**src/rtl/sdram_pkg.sv**
```systemverilog
// -----------------------------------------------------------------------------
// sdram_pkg
// Shared definitions for the SDRAM read/write path controllers of the
// 4-bank x 4096-row x 512-column x16 device: command encodings, address field
// widths, the packed upstream address layout and the write FSM state enum.
// -----------------------------------------------------------------------------
package sdram_pkg;

   // Field widths
   localparam int unsigned CMD_W     = 4;
   localparam int unsigned BA_W      = 2;
   localparam int unsigned ROW_W     = 12;
   localparam int unsigned COL_W     = 9;
   localparam int unsigned SD_ADDR_W = 12;
   localparam int unsigned ADDR_IN_W = 25;
   localparam int unsigned DATA_W    = 16;
   localparam int unsigned BLEN_W    = 8;
   localparam int unsigned WAIT_W    = 8;

   // SDRAM commands {cs_n, ras_n, cas_n, we_n}
   localparam logic [CMD_W-1:0] CMD_NOP       = 4'b0111;
   localparam logic [CMD_W-1:0] CMD_ACTIVE    = 4'b0011;
   localparam logic [CMD_W-1:0] CMD_READ      = 4'b0101;
   localparam logic [CMD_W-1:0] CMD_WRITE     = 4'b0100;
   localparam logic [CMD_W-1:0] CMD_BSTOP     = 4'b0110;
   localparam logic [CMD_W-1:0] CMD_PRECHARGE = 4'b0010;

   // Idle bus values and precharge-all address (A10 set)
   localparam logic [BA_W-1:0]      BA_IDLE      = 2'b11;
   localparam logic [SD_ADDR_W-1:0] SD_ADDR_IDLE = 12'hFFF;
   localparam logic [SD_ADDR_W-1:0] SD_ADDR_A10  = 12'h400;

   // Upstream linear address {bank[24:23], row[22:11], unused[10:9], col[8:0]}
   typedef struct packed {
      logic [BA_W-1:0]  ba;
      logic [ROW_W-1:0] row;
      logic [1:0]       rsvd;
      logic [COL_W-1:0] col;
   } sdram_addr_t;

   // Write-path FSM states
   typedef enum logic [3:0] {
      WR_IDLE,
      WR_ACTIVE,
      WR_TRCD,
      WR_WRITE,
      WR_DATA,
      WR_BSTOP,
      WR_TWR,
      WR_PRE,
      WR_TRP,
      WR_END
   } wr_state_e;

   // Preset for sdram_wait_cnt so that done rises after clk_cnt cycles
   function automatic logic [WAIT_W-1:0] wait_preset(input int unsigned clk_cnt);
      return WAIT_W'(clk_cnt - 32'd1);
   endfunction

endpackage

```
**src/rtl/sdram_wait_cnt.sv**
```systemverilog
// -----------------------------------------------------------------------------
// sdram_wait_cnt
// Loadable down-counter used to time the NOP gaps (tRCD, tWR, tRP) of the
// SDRAM controllers. Counts down to zero and holds there.
//
// Ports:
//   sys_clk   in  1  clock, rising edge
//   sys_rst   in  1  asynchronous active-high reset
//   load      in  1  load load_val this cycle
//   load_val  in  W  preset value (N-1 for an N-cycle wait)
//   done_c    out 1  combinational: counter is at zero
// -----------------------------------------------------------------------------
module sdram_wait_cnt
   import sdram_pkg::*;
#(
   parameter int unsigned W = WAIT_W
)(
   input  logic         sys_clk,
   input  logic         sys_rst,
   input  logic         load,
   input  logic [W-1:0] load_val,
   output logic         done_c
);

   logic [W-1:0] cnt_q;

   // Down-counter, saturating at zero
   always_ff @(posedge sys_clk or posedge sys_rst) begin
      if (sys_rst) begin
         cnt_q <= '0;
      end else if (load) begin
         cnt_q <= load_val;
      end else if (cnt_q != '0) begin
         cnt_q <= cnt_q - W'(1);
      end
   end

   assign done_c = (cnt_q == '0);

endmodule

```
**src/rtl/sdram_write.sv**
```systemverilog
// -----------------------------------------------------------------------------
// sdram_write
// Write-path controller: ACTIVE -> WRITE (full-page burst) -> BURST STOP ->
// PRECHARGE (all banks), pulling words from an upstream show-ahead FIFO.
// Starts only once init_end is high; cmd/ba/addr are muxed onto the pins by
// the top-level arbiter.
//
// Optional build macro: SDRAM_WR_STATS_EN adds wr_word_cnt.
//
// Ports:
//   sys_clk      in  1   100 MHz system clock
//   sys_rst      in  1   asynchronous active-high reset
//   init_end     in  1   SDRAM initialisation complete
//   wr_en        in  1   write request, sampled in IDLE
//   wr_addri     in  25  {bank, row, unused, col}
//   wr_data      in  16  FIFO head word
//   wr_blength   in  8   burst length in words (0 is ignored)
//   wr_ack       out 1   combinational FIFO pop strobe
//   wr_end       out 1   one-cycle completion pulse
//   wr_sdram_en  out 1   combinational Dq output enable
//   wr_cmdo      out 4   {cs_n, ras_n, cas_n, we_n}
//   wr_bao       out 2   bank address
//   wr_addro     out 12  SDRAM address
//   wr_datao     out 16  data to Dq (zero when not driving)
//   wr_word_cnt  out 32  words written since reset (SDRAM_WR_STATS_EN only)
// -----------------------------------------------------------------------------
module sdram_write
   import sdram_pkg::*;
#(
   parameter int unsigned TRCD_CLK = 2,
   parameter int unsigned TWR_CLK  = 2,
   parameter int unsigned TRP_CLK  = 2
)(
   input  logic                 sys_clk,
   input  logic                 sys_rst,
   input  logic                 init_end,
   input  logic                 wr_en,
   input  logic [ADDR_IN_W-1:0] wr_addri,
   input  logic [DATA_W-1:0]    wr_data,
   input  logic [BLEN_W-1:0]    wr_blength,
   output logic                 wr_ack,
   output logic                 wr_end,
   output logic                 wr_sdram_en,
   output logic [CMD_W-1:0]     wr_cmdo,
   output logic [BA_W-1:0]      wr_bao,
   output logic [SD_ADDR_W-1:0] wr_addro,
   output logic [DATA_W-1:0]    wr_datao
`ifdef SDRAM_WR_STATS_EN
   ,
   output logic [31:0]          wr_word_cnt
`endif
);

   wr_state_e state_q, state_d;

   sdram_addr_t        addr_in_c;
   logic               rsvd_unused;
   logic [BA_W-1:0]    bank_q;
   logic [ROW_W-1:0]   row_q;
   logic [COL_W-1:0]   col_q;
   logic [BLEN_W-1:0]  blength_q;
   logic [BLEN_W-1:0]  burst_cnt_q;

   logic               start_c;
   logic               burst_last_c;
   logic               wait_load_c;
   logic [WAIT_W-1:0]  wait_val_c;
   logic               wait_done_c;

   logic [CMD_W-1:0]     cmd_d;
   logic [BA_W-1:0]      ba_d;
   logic [SD_ADDR_W-1:0] addr_d;

   assign addr_in_c   = sdram_addr_t'(wr_addri);
   assign rsvd_unused = ^addr_in_c.rsvd;

   assign start_c      = init_end & wr_en & (wr_blength != '0);
   // burst_cnt_q counts acked words; the cycle where it reaches blength-1 is the last word
   assign burst_last_c = (burst_cnt_q == blength_q - BLEN_W'(1));

   // Next-state logic and wait-counter presets
   always_comb begin
      state_d     = state_q;
      wait_load_c = 1'b0;
      wait_val_c  = '0;
      unique case (state_q)
         WR_IDLE:   if (start_c) state_d = WR_ACTIVE;
         WR_ACTIVE: begin
            state_d     = WR_TRCD;
            wait_load_c = 1'b1;
            wait_val_c  = wait_preset(TRCD_CLK);
         end
         WR_TRCD:   if (wait_done_c) state_d = WR_WRITE;
         WR_WRITE,
         WR_DATA:   state_d = burst_last_c ? WR_BSTOP : WR_DATA;
         WR_BSTOP:  begin
            state_d     = WR_TWR;
            wait_load_c = 1'b1;
            wait_val_c  = wait_preset(TWR_CLK);
         end
         WR_TWR:    if (wait_done_c) state_d = WR_PRE;
         WR_PRE:    begin
            state_d     = WR_TRP;
            wait_load_c = 1'b1;
            wait_val_c  = wait_preset(TRP_CLK);
         end
         WR_TRP:    if (wait_done_c) state_d = WR_END;
         WR_END:    state_d = WR_IDLE;
         default:   state_d = WR_IDLE;
      endcase
   end

   // Bus decode of the upcoming state so cmd/ba/addr come straight from flops.
   // ACTIVE is only entered from IDLE, where the live input address is the one being latched.
   always_comb begin
      cmd_d  = CMD_NOP;
      ba_d   = BA_IDLE;
      addr_d = SD_ADDR_IDLE;
      unique case (state_d)
         WR_ACTIVE: begin
            cmd_d  = CMD_ACTIVE;
            ba_d   = addr_in_c.ba;
            addr_d = addr_in_c.row;
         end
         WR_WRITE: begin
            cmd_d  = CMD_WRITE;
            ba_d   = bank_q;
            addr_d = {3'b000, col_q};
         end
         WR_BSTOP: begin
            cmd_d  = CMD_BSTOP;
         end
         WR_PRE: begin
            cmd_d  = CMD_PRECHARGE;
            ba_d   = bank_q;
            addr_d = SD_ADDR_A10;
         end
         default: ;
      endcase
   end

   // State and registered bus outputs
   always_ff @(posedge sys_clk or posedge sys_rst) begin
      if (sys_rst) begin
         state_q  <= WR_IDLE;
         wr_cmdo  <= CMD_NOP;
         wr_bao   <= BA_IDLE;
         wr_addro <= SD_ADDR_IDLE;
         wr_end   <= 1'b0;
      end else begin
         state_q  <= state_d;
         wr_cmdo  <= cmd_d;
         wr_bao   <= ba_d;
         wr_addro <= addr_d;
         wr_end   <= (state_d == WR_END);
      end
   end

   // Request capture on IDLE -> ACTIVE; held for the whole transaction
   always_ff @(posedge sys_clk or posedge sys_rst) begin
      if (sys_rst) begin
         bank_q    <= '0;
         row_q     <= '0;
         col_q     <= '0;
         blength_q <= '0;
      end else if ((state_q == WR_IDLE) && (state_d == WR_ACTIVE)) begin
         bank_q    <= addr_in_c.ba;
         row_q     <= addr_in_c.row;
         col_q     <= addr_in_c.col;
         blength_q <= wr_blength;
      end
   end

   // Acked-word counter for the current burst
   always_ff @(posedge sys_clk or posedge sys_rst) begin
      if (sys_rst) begin
         burst_cnt_q <= '0;
      end else if (state_q == WR_IDLE) begin
         burst_cnt_q <= '0;
      end else if (wr_ack) begin
         burst_cnt_q <= burst_cnt_q + BLEN_W'(1);
      end
   end

   sdram_wait_cnt #(
      .W        (WAIT_W)
   ) u_wait_cnt (
      .sys_clk  (sys_clk),
      .sys_rst  (sys_rst),
      .load     (wait_load_c),
      .load_val (wait_val_c),
      .done_c   (wait_done_c)
   );

   // Data phase: WRITE cycle plus every WR_DATA cycle
   assign wr_ack      = (state_q == WR_WRITE) || (state_q == WR_DATA);
   assign wr_sdram_en = wr_ack;
   assign wr_datao    = wr_sdram_en ? wr_data : '0;

`ifdef SDRAM_WR_STATS_EN
   // Running count of words handed to the SDRAM
   always_ff @(posedge sys_clk or posedge sys_rst) begin
      if (sys_rst) begin
         wr_word_cnt <= '0;
      end else if (wr_ack) begin
         wr_word_cnt <= wr_word_cnt + 32'd1;
      end
   end
`endif

endmodule

```
**config.mk**
```make
export PLATFORM = sky130hd
export DESIGN_NAME = sdram_write
export DESIGN_NICKNAME = d
export VERILOG_FILES = /design/src/rtl/sdram_pkg.sv /design/src/rtl/sdram_wait_cnt.sv /design/src/rtl/sdram_write.sv
export SDC_FILE = /design/constraint.sdc
export NUM_CORES = 1
export LEC_CHECK = 0
export BUFFER_PORTS_ARGS = -buffer_cell sky130_fd_sc_hd__buf_2
export CAP_MARGIN = 20
export CORE_UTILIZATION = 51
export CTS_BUF_LIST = sky130_fd_sc_hd__clkbuf_16
export CTS_CLUSTER_DIAMETER = 60
export CTS_CLUSTER_SIZE = 40
export DETAILED_ROUTE_END_ITERATION = 10
export PLACE_DENSITY_LB_ADDON = 0.2
export SYNTH_ARGS = -nofsm -noshare
export SYNTH_HDL_FRONTEND = slang
export SYNTH_HIERARCHICAL = 1
export SYNTH_SLANG_ARGS = --single-unit
```
**constraint.sdc**
```tcl
create_clock -name sys_clk -period 2.5 [get_ports sys_clk]
set_input_delay 0.5 -clock sys_clk [delete_from_list [all_inputs] [get_ports sys_clk]]
set_output_delay 0.5 -clock sys_clk [all_outputs]
set_load 0.05 [all_outputs]
```
==> results.yml, run 1 <==
sta:
  hold_violations: 0
  tightest_slew_ps: 555
  finalSetupTns_ps: 0
  fin_ws_ps: 93.2
  slew_violations: 0
  clock_skew_ps: 6.20
  max_slew_margin_pct: 62.5
  max_freq_ghz: 0.415
  holdWs_ps: 145
  period_needed_ps: 2410
  period_share_pct: 96.3
  rsz0062_at_grt: "no"
  setup_violations: 0
cells_and_area:
  synthToLayoutAreaGrowth_pct: 32.8
  drive_gt1_share_pct: 35.9
  post-route-util_pct: 70.7
  stdcell_count: 498
  final_area_um2: 3920
  layout.nets: 477
  antennaDiodeCount: 0
critical_path:
  r2r_start: "blength_q[0]"
  worstSetupPathType: "reg -> out"
  r2r_end: "wr_cmdo[0]"
  endpoint: "wr_datao[5]"
  ff2ff_setup_slack_ps: 390
  crit_cells: 5
  worstSetupEndpointType: "primary output"
  cp-start-kind: "register"
  crit_path_top_delay_cell: "dfrtp_2"
  path_cells: "or3b_1, a21oi_4, buf_6, and2_1, clkbuf_4"
  crit_fanout: 13
  critPathArrivalTime_ps: 1910
  path_delay_family: "simple AND/OR/NAND/NOR gates"
  rr_worst_depth: 7
  cp.buffers_inverters: 2
  cpPeakStageDelay_ps: 440
  crit_path_start: "state_q[2]"
  required_ps: 2000
clock_network:
  htree_levels: 3
  clock-sinks: 57
  clkTransAtPathRegs_ps: 50
  cts-hold-fix-buffers: 0
  cts_buffers: 9
  root_buffer: "clkbuf_16"
  ctsLongestPathBuffers: 2
  cts_tree: "yes"
  post-cts-setup-buffer-count: 0
  clkLatencyLatePin_ps: 320
yosys:
  syn_inst: 323
  ys_types: 58
  async_reset_ff_share_pct: 100
  ys.flop_type: "dfrtp_1"
  synth_edf_count: 0
  netlist_area_um2: 2950
  synth_top_area_share_pct: 33.9
  ys_seq_area_share_pct: 49.1
  yosys_warnings: 6
  synth_area_leader_cell: "dfrtp_1"
  avgSynthCellArea_um2: 9.13
  synthTopCellsByArea: "dfrtp_1, dfstp_2, nand2_1, nor2_1, xor2_1"
  synth_seq_cells: 57
grt:
  grt_pass1_vias: 2475
  grt_pass1_wl_um: 11000
  grt_antenna_before_repair: 0
  track_usage_pct: 23.5
  grt_max_degree: 28
  grt.overflow.total: 0
power_and_ir_drop:
  cellInternalPower_mw: 2.92
  seqPwrFrac_pct: 30.7
  vdd_drop_max_mv: 0.771
  power_switching_mw: 1.86
  clkPwrFrac_pct: 28.5
  comb_power_share_pct: 40.9
  power_density_nw_per_um2: 1220
  finalPower_mw: 4.78
  p_leak_nw: 1.89
  sw_frac_of_total_pct: 39.0
die:
  core_um2: 5540
  die_y_um: 78.1
  die-area_um2: 6090
  ios: 90
  die_w_um: 78.1
  start_util_pct: 53.3
  num_rows: 27
detailed_routing:
  drc: 0
  ant_nets: 0
  num_vias: 2539
  drt_iter0_drc: 67
  first_pass_iters: 5
  routed_wl_um: 6680
  via_per_inst: 5.10
  detail_route.wl_per_cell_um: 13.4
placement:
  gp_congestion: 0.809
  portBuffers: 86
  hpwlAfterDp_um: 4570
  dp_cells: 481
  dpl-instance-area_um2: 3520
  dp_slack_ps: 328
min_path:
  hp-class: "in -> async"
flow_run:
  drv_cap: 0
run_status:
  outcome: "finished, final reports clean"
what timing repair did:
action                     4_1_cts  5_1_grt
gates resized for setup          1       20
setup endpoints to repair       16       16
cloned                           0        1
layer usage:
metal  vias to the layer above  routed length (um)  global-route usage (%)
met5                         -                   0                       0
met4                         0                 201                    11.3
met3                        22                 246                    7.44
met2                        53                3500                    39.2
met1                      1192                2730                    27.5
li1                       1272                   -                       -
placed cells by master, fill, tap and decap left out, drive strengths merged, types with 2 or more instances in the layout:
cell,instances
o31ai,3
nand3b,2
o41ai,2
nor4,3
nand4,5
dfstp,17
buf,84
xor2,13
bufinv,3
ha,3
o21ai,16
xnor2,8
nand3,3
nor3,10
conb,8
dfrtp,40
nor2,33
and2,16
a31oi,3
clkbuf,24
nand2,68
clkinv,2
or4,2
a211oi,3
nor2b,2
a21oi,9
inv,14
and3,3
and4,4
registers in the layout, summed over array words and instances (netlist names):
register / cells
bank_q: 2
blength_q: 8
burst_cnt_q: 8
col_q: 9
state_q: 4
u_wait_cnt/cnt_q: 8
wr_addro: 12
wr_bao: 2
wr_cmdo: 3
wr_end: 1
synth_stat cells, drive strengths merged (3+ instances only):
cell type,count
nand4,5
and2,16
and3,3
dfrtp,40
clkbuf,7
inv,13
nand2,68
o31ai,3
xor2,13
ha,3
and4,4
a21oi,9
nor4,3
a211oi,3
nor3,10
o21ai,16
dfstp,17
xnor2,8
nand3,3
buf,12
a31oi,3
nor2,33
cells by family (layout without fill, tap and decap cells):
family	Yosys count	in the layout	share of synthesized area, %
AOI/OAI and AO/OA	49	49	12.4
buffers and inverters	32	128	4.71
other	1	8	0.127
adders and majority gates	3	3	1.27
and+or+nand+nor	159	159	25.9
xor gates and xnor gates	21	21	6.23
muxes	1	1	0.339
DFF	57	57	49.1
layout make-up:
type | count | area (um^2)
sequential | 57 | 1450
tap | 72 | 90.1
multi-input combinational | 241 | 1410
clock inverter | 7 | 110
fill | 428 | 1620
timing repair buffer | 99 | 586
clock buffer | 9 | 225
inverter | 13 | 48.8
worst reg2reg max path, cell delays in order, from the launching register on:
cell	delay, ps
dfrtp_1	410
inv_1	90
ha_1	270
o21ba_1	190
a221oi_1	300
a41oi_1	110
o41ai_4	550
o21ai_2	100
power by group through the flow:
stage / clock [mW] / sequential [mW] / combinational, mW
finish: 1.36 / 1.47 / 1.96
global route: 1.42 / 1.50 / 2.14
CTS: 1.39 / 1.46 / 1.90
detailed placement: 0 / 1.47 / 1.88
global placement: 0 / 1.46 / 1.82
floorplan: 0 / 1.53 / 1.40
worst min path at each step:
stage	end	cells after the start	slack, ps
floorplan	u_wait_cnt/cnt_q[0]	1	320
global placement	col_q[5]	2	460
detailed placement	col_q[2]	2	460
CTS	u_wait_cnt/cnt_q[1]	2	160
global route	u_wait_cnt/cnt_q[1]	2	180
finish	u_wait_cnt/cnt_q[1]	2	140
No activity file was read; power rests on OpenSTA's default activity.
==> run 2, diff against run 1 <==
--- a/config.mk
+++ b/config.mk
@@ -7,12 +7,13 @@
 export LEC_CHECK = 0
 export BUFFER_PORTS_ARGS = -buffer_cell sky130_fd_sc_hd__buf_2
 export CAP_MARGIN = 20
+export CORE_MARGIN = 3
 export CORE_UTILIZATION = 51
 export CTS_BUF_LIST = sky130_fd_sc_hd__clkbuf_16
 export CTS_CLUSTER_DIAMETER = 60
 export CTS_CLUSTER_SIZE = 40
 export DETAILED_ROUTE_END_ITERATION = 10
-export PLACE_DENSITY_LB_ADDON = 0.2
+export PLACE_DENSITY = 0.79
 export SYNTH_ARGS = -nofsm -noshare
 export SYNTH_HDL_FRONTEND = slang
 export SYNTH_HIERARCHICAL = 1
==> run 2 against run 1 <==
Worst hold slack got worse by 8.9 ps. Combinational power fell by 3%. Clock skew fell by 0.57 ps. Clock-buffer cell count did not move. Design area fell by 3.1%. Total power fell by 5.7%. Maximum frequency rose by 0.74%. Clock power fell by 17%. Sequential cell count did not move. Critical path depth did not move. Critical path type unchanged. Critical endpoint is now wr_datao[7].
==> results.yml, run 2 (synthesis results as in run 1) <==
clock_network:
  clock-sinks: 57
  root_buffer: "clkbuf_16"
  cts_tree: "yes"
  clkLatencyLatePin_ps: 320
  cts_buffers: 9
  clkTransAtPathRegs_ps: 50
  cts-hold-fix-buffers: 0
  cts-resized-gates: 0
  htree_levels: 3
  ctsLongestPathBuffers: 2
  post-cts-setup-buffer-count: 0
sta:
  max_freq_ghz: 0.419
  max_slew_margin_pct: 58.5
  period_needed_ps: 2390
  finalSetupTns_ps: 0
  period_share_pct: 95.6
  setup_violations: 0
  slew_violations: 0
  hold_violations: 0
  rsz0062_at_grt: "no"
  tightest_slew_ps: 617
  clock_skew_ps: 5.62
run_status:
  outcome: "finished, final reports clean"
critical_path:
  ff2ff_setup_slack_ps: 240
  endpoint: "wr_datao[7]"
  required_ps: 2000
  cp-start-kind: "register"
  worstSetupEndpointType: "primary output"
  crit_fanout: 27
  cpPeakStageDelay_ps: 420
  r2r_start: "u_wait_cnt/cnt_q[0]"
  worstSetupPathType: "reg -> out"
  crit_path_top_delay_cell: "dfrtp_2"
  rr_worst_depth: 7
  critPathArrivalTime_ps: 1890
  r2r_end: "wr_addro[5]"
  path_cells: "or3b_1, a21oi_2, buf_6, and2_2, buf_2"
  crit_path_start: "state_q[2]"
flow_run:
  drv_cap: 0
power_and_ir_drop:
  p_leak_nw: 1.87
  vdd_drop_max_mv: 0.853
  sw_frac_of_total_pct: 41.1
  power_switching_mw: 1.85
  cellInternalPower_mw: 2.65
  clkPwrFrac_pct: 25.1
  seqPwrFrac_pct: 32.7
  comb_power_share_pct: 42.1
  power_density_nw_per_um2: 1190
die:
  die_w_um: 82.1
  core_um2: 5540
  start_util_pct: 53.3
  ios: 90
  die_y_um: 82.1
  die-area_um2: 6730
  num_rows: 27
cells_and_area:
  layout.nets: 475
  largest_register_ffs: 12
  top_register: "wr_addro"
  reg.largest.list: "wr_addro x12, col_q x9"
  final_area_um2: 3800
  drive_gt1_share_pct: 34.9
  antennaDiodeCount: 0
  final_common_cell: "buf_2"
  most-common-layout-cells: "buf_2, nand2_1, dfrtp_1"
  synthToLayoutAreaGrowth_pct: 28.7
detailed_routing:
  drt_iter0_drc: 109
  num_vias: 2557
  via_per_inst: 5.16
  detail_route.wl_per_cell_um: 14.2
  ant_nets: 0
  first_pass_iters: 4
  drc: 0
  routed_wl_um: 7050
grt:
  grt_antenna_before_repair: 0
  grt_pass1_wl_um: 11500
  grt.overflow.total: 0
  grt_max_degree: 29
  track_usage_pct: 22.5
  grt_pass1_vias: 2494
min_path:
  hp-class: "in -> async"
placement:
  gp_congestion: 0.857
  hpwlAfterDp_um: 5070
  portBuffers: 86
  dpl-instance-area_um2: 3510
[run 2: cell count changes in the layout (fill, tap and decap cells not counted)]
| cell | delta |
|---|---|
| a21oi_2 | +1 |
| clkbuf_4 | -15 |
| inv_1 | +1 |
| buf_2 | +15 |
| bufinv_16 | -2 |
| buf_6 | -1 |
| buf_4 | -1 |
| a21oi_4 | -1 |
| clkinvlp_4 | -1 |
| clkinv_1 | +2 |
[run 2: power groups by stage]
| stage | Combinational (mW) | Sequential, mW | Clock, mW |
|---|---|---|---|
| after floorplan | 1.40 | 1.53 | 0 |
| after global placement | 1.80 | 1.46 | 0 |
| after detailed placement | 1.88 | 1.48 | 0 |
| after CTS | 1.91 | 1.47 | 1.16 |
| after global routing | 2.10 | 1.51 | 1.20 |
| final | 1.90 | 1.48 | 1.13 |
[run 2: stage by stage]
| stage | cells | worst slack, ps | hold slack (ps) | power (mW) | utilization, % |
|---|---|---|---|---|---|
| 6_report | 496 | 111 | 136 | 4.51 | 68.5 |
| 5_1_grt | 496 | 18.6 | 154 | 4.81 | 68.5 |
| 4_1_cts | 496 | 9.53 | 141 | 4.54 | 68.5 |
| 3_5_place_dp | 480 | 314 | 462 | 3.36 | 63.4 |
| 3_3_place_gp | 480 | 375 | 457 | 3.27 | 63.4 |
| 2_1_floorplan | 330 | 104 | 316 | 2.93 | - |
[run 2: layout make-up]
cell class,instances,area (um^2)
fill,446,1740
clock inverter,7,53.8
inverter,13,48.8
tap,72,90.1
sequential,57,1450
clock buffer,9,225
multi-input combinational,241,1400
timing repair buffer,97,529
[run 2: worst max-delay path: cells and delay by family (launching register included)]
| kind | cells | cell delay [ps] |
|---|---|---|
| AO/OA/AOI/OAI | 1 | 140 |
| buffers and inverters | 2 | 450 |
| AND/OR/NAND/NOR | 2 | 540 |
| flip-flops | 1 | 420 |
[run 2: metal layers]
layer	up-vias	share of wire [%]	GRT usage (%)
li1	1273	-	-
met4	0	0.96	7.31
met1	1249	40	26.3
met2	27	56	40.1
met3	8	3.2	5.59
met5	-	0	0
[run 2: how the worst min path moves through the flow]
stage,start,endpoint,slack (ps)
after floorplan,sys_rst,u_wait_cnt/cnt_q[0],320
after global placement,col_q[8],col_q[8],460
after detailed placement,col_q[2],col_q[2],460
after CTS,sys_rst,u_wait_cnt/cnt_q[5],140
after global routing,sys_rst,u_wait_cnt/cnt_q[5],150
final,sys_rst,u_wait_cnt/cnt_q[5],140
